==> src/rtl/hart_pkg.sv <==
// Shared widths, defaults and refractory state encoding for the heart-rate front end.
package hart_pkg;

  localparam int HART_W = 6;
  localparam logic [HART_W-1:0] HART_MAX = 6'd63;

  localparam int WINDOW_DEF  = 1000;
  localparam int REFRACT_DEF = 200;

  localparam logic [0:0] ST_IDLE  = 1'b0;
  localparam logic [0:0] ST_BLOCK = 1'b1;

  function automatic logic [HART_W-1:0] sat_inc(input logic [HART_W-1:0] v, input logic inc);
    return (inc && (v != HART_MAX)) ? v + 6'd1 : v;
  endfunction

endpackage

==> src/rtl/hart_meter_beat_sync.sv <==
// Beat input conditioning: synchroniser, rising-edge detect and refractory lockout.
//   state    | meaning
//   ST_IDLE  | armed; next rising edge is accepted as a beat
//   ST_BLOCK | refractory window running; edges are dropped
module beat_sync
  import hart_pkg::*;
#(
  parameter int REFRACT = REFRACT_DEF
) (
  input  logic slow,
  input  logic reset,
  input  logic beat,
  output logic beat_ok
);

  localparam int RW = (REFRACT > 1) ? $clog2(REFRACT) : 1;
  localparam logic [RW-1:0] RLOAD = RW'(REFRACT - 1);

  logic          sync_q1;
  logic          sync_q2;
  logic          sync_q3;
  logic [0:0]    state;
  logic [RW-1:0] rcnt;
  logic          rise;

  assign rise    = sync_q2 & ~sync_q3;
  assign beat_ok = rise && (state == ST_IDLE);

  always_ff @(posedge slow) begin
    if (reset) begin
      sync_q1 <= 1'b0;
      sync_q2 <= 1'b0;
      sync_q3 <= 1'b0;
      state   <= ST_IDLE;
      rcnt    <= '0;
    end else begin
      sync_q1 <= beat;
      sync_q2 <= sync_q1;
      sync_q3 <= sync_q2;
      if (state == ST_IDLE) begin
        if (rise) begin
          state <= ST_BLOCK;
          rcnt  <= RLOAD;
        end
      end else begin
        // Edges arriving here are lost for good; only a fresh 0->1 re-arms.
        if (rcnt == '0) begin
          state <= ST_IDLE;
        end else begin
          rcnt <= rcnt - 1'b1;
        end
      end
    end
  end

endmodule

==> src/rtl/hart_meter.sv <==
// Heart-rate meter: counts accepted beats per fixed window of slow cycles and
// publishes the saturated count with a one-cycle update strobe.
module hart_meter
  import hart_pkg::*;
#(
  parameter int WINDOW  = WINDOW_DEF,
  parameter int REFRACT = REFRACT_DEF
) (
  input  logic              slow,
  input  logic              reset,
  input  logic              beat,
  output logic [HART_W-1:0] hart,
  output logic              hart_upd,
  output logic              geen_hart
);

  localparam int WW = (WINDOW > 1) ? $clog2(WINDOW) : 1;
  localparam logic [WW-1:0] LAST = WW'(WINDOW - 1);

  logic              beat_ok;
  logic [WW-1:0]     wcnt;
  logic [HART_W-1:0] bcnt;
  logic [HART_W-1:0] bnext;
  logic              close;

  beat_sync #(
    .REFRACT(REFRACT)
  ) u_beat_sync (
    .slow   (slow),
    .reset  (reset),
    .beat   (beat),
    .beat_ok(beat_ok)
  );

  assign close = (wcnt == LAST);
  // A beat accepted on the close cycle belongs to the closing window.
  assign bnext = sat_inc(bcnt, beat_ok);

  always_ff @(posedge slow) begin
    if (reset) begin
      wcnt      <= '0;
      bcnt      <= '0;
      hart      <= '0;
      hart_upd  <= 1'b0;
      geen_hart <= 1'b1;
    end else begin
      hart_upd <= close;
      if (close) begin
        wcnt      <= '0;
        bcnt      <= '0;
        hart      <= bnext;
        geen_hart <= (bnext == '0);
      end else begin
        wcnt <= wcnt + 1'b1;
        bcnt <= bnext;
      end
    end
  end

endmodule

==> config.mk <==
export PLATFORM = sky130hd
export DESIGN_NAME = hart_meter
export DESIGN_NICKNAME = d
export VERILOG_FILES = /design/src/rtl/hart_pkg.sv /design/src/rtl/hart_meter_beat_sync.sv /design/src/rtl/hart_meter.sv
export SDC_FILE = /design/constraint.sdc
export NUM_CORES = 1
export LEC_CHECK = 0
export ABC_AREA = 1
export BUFFER_PORTS_ARGS = -buffer_cell sky130_fd_sc_hd__clkbuf_2
export CAP_MARGIN = 20
export CORE_MARGIN = 10
export CORE_UTILIZATION = 46
export DETAILED_ROUTE_END_ITERATION = 12
export PLACE_DENSITY = 0.69
export SYNTH_ARGS = -nofsm -noshare
export SYNTH_HDL_FRONTEND = slang
export SYNTH_HIERARCHICAL = 1
export SYNTH_SLANG_ARGS = --single-unit
export TNS_END_PERCENT = 100
==> constraint.sdc <==
create_clock -name slow -period 4.34 [get_ports slow]
set_input_delay 0.868 -clock slow [delete_from_list [all_inputs] [get_ports slow]]
set_output_delay 0.868 -clock slow [all_outputs]
set_load 0.01 [all_outputs]
# Word-level counts from Yosys, hierarchy flattened

Cells that the tools add are included.

Memories: 0
Output and inout bits: 8
ROM bits: 0
RAM bits: 0
Bits in latches: 0
Flip-flop bits (word level): 36
Word-level logic and storage cells: 33

Magnitude comparators: 0
Multipliers: 0
Div/mod/pow operators: 0
Bitwise logic cells: 3
Reduce and logical (&&, ||, !) cells: 7
Shifts and indexed selects: 0
$add $sub $neg: 3
Equal/unequal tests: 3
Muxes and demuxes: 7

Operator list:

| operator                                                           | count |
|---|---|
| 8-bit two-way mux                                                  | 3 |
| 10-bit by 1-bit adder with 10-bit output, second input constant    | 1 |
| 10-bit equality test, second input constant                        | 1 |
| 8-bit zero test                                                    | 1 |
| 8-bit by 1-bit subtractor with 8-bit output, second input constant | 1 |
| 6-bit by 1-bit adder with 6-bit output, second input constant      | 1 |
| 6-bit zero test                                                    | 1 |
| 6-bit two-way mux                                                  | 1 |
| 6-bit != test, second input constant                               | 1 |
| 1-bit two-way mux                                                  | 3 |
| 1-bit logical AND                                                  | 2 |
| 2-bit != test, second input constant                               | 1 |
| 1-bit inverter                                                     | 2 |
| 2-bit AND reduction                                                | 1 |
| 2-bit nonzero test                                                 | 1 |
| 2-bit OR reduction                                                 | 1 |
| 1-bit AND                                                          | 1 |

# Longest topological paths before layout

Word-level depth: 6
Depth in mapped cells: 12

# Modules after synthesis

The synthesis kept the hierarchy.

Modules (own cells, without submodules):

| module     | cells each | area an instance (um^2) | seq. area each (um^2) | times used |
|---|---|---|---|---|
| hart_meter | 146        | 1116.1                  | 480.5                 | 1 |
| beat_sync  | 93         | 664.4                   | 240.2                 | 1 |

# Worst setup path after synthesis

Ideal clock, no wire load.

Path type: register -> register
Start point: reg wcnt[0]
End point: reg bcnt[2]
Data arrival time: 1.333 ns
Slack: 2.885 ns
Stages on the path, launching flop included: 8
Path through: dfxtp_1 ha_1 nand2_2 nor4_4 inv_4 nand2_4 buf_6 nor2_1

Cells in the longest elaborated chain, start to end: 2

RTL lines:

| what                         | line             | text |
|---|---|---|
| start: declaration           | hart_meter.sv:21 | `logic [WW-1:0] wcnt;` |
| start signal: assignment     | hart_meter.sv:54 | `wcnt <= wcnt + 1'b1;` |
| 10-bit equality test         | hart_meter.sv:35 | `assign close = (wcnt == LAST);` |
| 2-bit OR reduction (no line) | --               |  |
| end signal: assignment       | hart_meter.sv:55 | `bcnt <= bnext;` |
| end: declaration             | hart_meter.sv:22 | `logic [HART_W-1:0] bcnt;` |

Every way passes these cells.
A chain may end at the register's enable or synchronous reset.

# Worst setup path in the final report

Start point: reg u_beat_sync.state
End point: reg geen_hart

Cells in the longest elaborated chain, start to end: 5

RTL lines:

| what                     | line                       | text |
|---|---|---|
| start: declaration       | hart_meter_beat_sync.sv:22 | `logic [0:0] state;` |
| start signal: assignment | hart_meter_beat_sync.sv:34 | `state <= ST_IDLE;` |
| start signal: assignment | hart_meter_beat_sync.sv:42 | `state <= ST_BLOCK;` |
| start signal: assignment | hart_meter_beat_sync.sv:48 | `state <= ST_IDLE;` |
| 1-bit inverter           | hart_meter_beat_sync.sv:27 | `assign beat_ok = rise && (state == ST_IDLE);` |
| 1-bit logical AND        | hart_meter_beat_sync.sv:27 |  |
| net beat_ok              | hart_meter.sv:20           | `logic beat_ok;` |
| 1-bit logical AND        | hart_pkg.sv:14             | `return (inc && (v != HART_MAX)) ? v + 6'd1 : v;` |
| 6-bit two-way mux        | hart_pkg.sv:14             |  |
| 6-bit zero test          | hart_meter.sv:52           | `geen_hart <= (bnext == '0);` |
| end signal: assignment   | hart_meter.sv:52           |  |
| end: declaration         | hart_meter.sv:14           | `output logic geen_hart` |

The timed path passes the listed nets, and every way through them passes these cells.

==> metrics.yaml <==
outcome:
  outcome: "complete, no violations"
synthesis:
  synth_area_um2: 1780
  yosysMostFrequentCell: "nand2_1"
  synth_fp_nets: 246
  ys_types: 31
  ys.flop_type: "dfxtp_1"
  synth.area.top_cells: "dfxtp_1, nand2_1, nand3_1"
  seq_area_frac_synth: 0.405
  synth_edf_count: 0
  yosysTopAreaCellShare: 0.405
  ys_warn_count: 6
  ys_async_sr_fraction: 0
  synth_commonest_cells: "nand2_1, dfxtp_1, nor2_1, nand3_1, inv_1"
  ys_ff_latch: 36
  synth_top_cell_by_area: "dfxtp_1"
  synth.avg_cell_area_um2: 7.45
  netlist_instances: 239
global_route:
  gr-total-overflow: 0
  grt_pass1_wl_mm: 6.13
  antenna_found_initial: 0
  grt_pass1_vias: 1432
  grt_usage: 0.116
  grt_max_degree: 17
floorplan:
  coreArea_um2: 3690
  die_width_um: 82.2
  start_util: 0.483
  dieArea_um2: 6760
  rows: 22
  pin_count: 11
  die_h_um: 82.2
timing:
  setup_violations: 0
  layout_min_cycle_time_ns: 1.77
  relSlewSlack: 0.749
  skew_ns: 0.00821
  hold_viol_final: 0
  fmax_mhz: 566
  worstMarginPinSlew_ns: 0.375
  tns_ns: 0
  rsz0062_at_grt: "false"
  min_period_over_period: 0.407
  slew_violations: 0
power:
  power_density_nw_per_um2: 334
  ir_drop_uv: 259
  p_leak_uw: 0.000829
clock_network:
  ctsLongestPathBuffers: 2
  cts_setup_buffers: 0
  cts_made_buffers: 5
  htree_levels: 2
  cts_sinks: 36
  clk_pin_slew_ns: 0.07
  cts_hold_buf: 0
  cts_resized: 0
  clk_latency_ns: 0.29
  clockRootBuffer: "clkbuf_8"
  cts_tree: "done"
final_layout:
  stdcell_count: 303
  n_antenna_cell: 0
  nNetsFinal: 261
  drive_gt1_frac: 0.204
  syn_to_final_growth_pct: 10.3
  final_core_util: 0.532
worst_setup_path:
  crit_fanout: 8
  regToRegSetupSlack_ns: 2.57
  cp-end-kind: "register"
  critPathRequiredTime_ns: 4.57
  cp.arrival_ns: 1.99
  slowest_stage: "dfxtp_1"
  path_cells: "inv_1 > nand2_2 > inv_1 > inv_1 > o21bai_1 > nand2_1 > nand2_1 > nand2_1 > nor2_1 > nand3_1 > nand3_1"
  critPathKind: "reg2reg"
  slowest_delay_ns: 0.46
  startpoint_type: "register"
  r2r_cells: 11
placement:
  port-buffer-count: 10
  placed_cells: 295
  dp_hpwl_mm: 2.58
  routabilityCongestion: 0.822
drt:
  vias: 1487
  ant_nets: 0
  drc_errors: 0
  routed_via_density: 4.91
  wl_per_cell_um: 11.1
  drt_iter0_drc: 82
  dr.pass1.iters: 4
  postRouteWirelength_mm: 3.35
run:
  maxCapViolations: 0
worst_hold_path:
  min_path_cells: 2
  hp-class: "reg2reg"
==> sequential cells by signal, indices dropped and copies added (netlist names) <==
signal and flops:
bcnt 6, geen_hart 1, hart 6, hart_upd 1
u_beat_sync/rcnt 8, u_beat_sync/state 1, u_beat_sync/sync_q1 1, u_beat_sync/sync_q2 1
u_beat_sync/sync_q3 1, wcnt 10
==> layout by cell type, fill, tap and decap left out, types with 2 or more instances in the layout <==
master    netlist  layout
nand2_1        45      45
dfxtp_1        36      36
nor2_1         33      33
nand3_1        30      30
inv_1          27      27
clkbuf_2        0      10
a21oi_1         8       8
nand2_2         6       6
o21ai_2         6       6
inv_2           6       6
clkbuf_8        0       5
nor3b_1         4       4
ha_1            4       4
a21oi_2         4       4
nand2_4         3       3
nor2_2          3       3
o21ai_0         3       3
inv_4           2       2
nand3b_1        2       2
nor3_1          2       2
xor2_1          2       2
nand4_1         2       2
clkinv_2        0       2
==> metrics by stage <==
stage	hold slack, ns	power (uW)	worst slack [ns]	cell area [um^2]
2_1_floorplan	0.388	417	2.89	1780
3_3_place_gp	0.396	429	2.49	1880
3_5_place_dp	0.407	431	2.43	1880
4_1_cts	0.419	667	2.57	1960
5_1_grt	0.433	695	2.41	1960
6_report	0.413	656	2.57	1960
==> critical path, delay by kind of cell (launching register included) <==
kind	cells	cell delay, ns
AND/OR/NAND/NOR	7	0.73
AO/OA/AOI/OAI	1	0.17
flip-flops	1	0.46
buffers and inverters	3	0.35
==> final timing paths <==
kind,from,to
min reg2reg,u_beat_sync/sync_q1$_SDFF_PP0_,u_beat_sync/sync_q2$_SDFF_PP0_
max,u_beat_sync/state$_SDFF_PP0_,geen_hart$_SDFFE_PP1P_
min,u_beat_sync/sync_q1$_SDFF_PP0_,u_beat_sync/sync_q2$_SDFF_PP0_
max reg2reg,u_beat_sync/state$_SDFF_PP0_,geen_hart$_SDFFE_PP1P_
==> where the power goes <==
| part | leakage (uW) | switching (uW) | internal (uW) |
|---|---|---|---|
| Clock | 0.0000479 | 120 | 112 |
| Sequential | 0.000292 | 10.0 | 340 |
| Combinational | 0.000489 | 46.0 | 28.0 |
| Total | 0.000829 | 176 | 480 |
==> metal layers <==
layer | wire length [um] | GRT usage
met2 | 1670 | 0.200
met1 | 1500 | 0.123
met4 | 19 | 0.0459
met3 | 161 | 0.0475
met5 | 0 | 0
==> area by class of cell <==
cell class              instances  area (um^2)
clock inverters                 3         18.8
fillers                       373         1730
well taps                      48         60.1
inverters                      35          136
multi-input cells             166          908
repair buffers                 10         50.0
clock buffers                   5         68.8
flip-flops and latches         36          721
==> logic make-up after synthesis <==
group                      synth area share
and+or+nand+nor                       0.385
buffers and inverters                0.0850
DFF                                   0.405
AOI/OAI and AO/OA                    0.0871
adders and majority gates            0.0281
xor gates and xnor gates            0.00984
(Power assumes the default switching activity.)
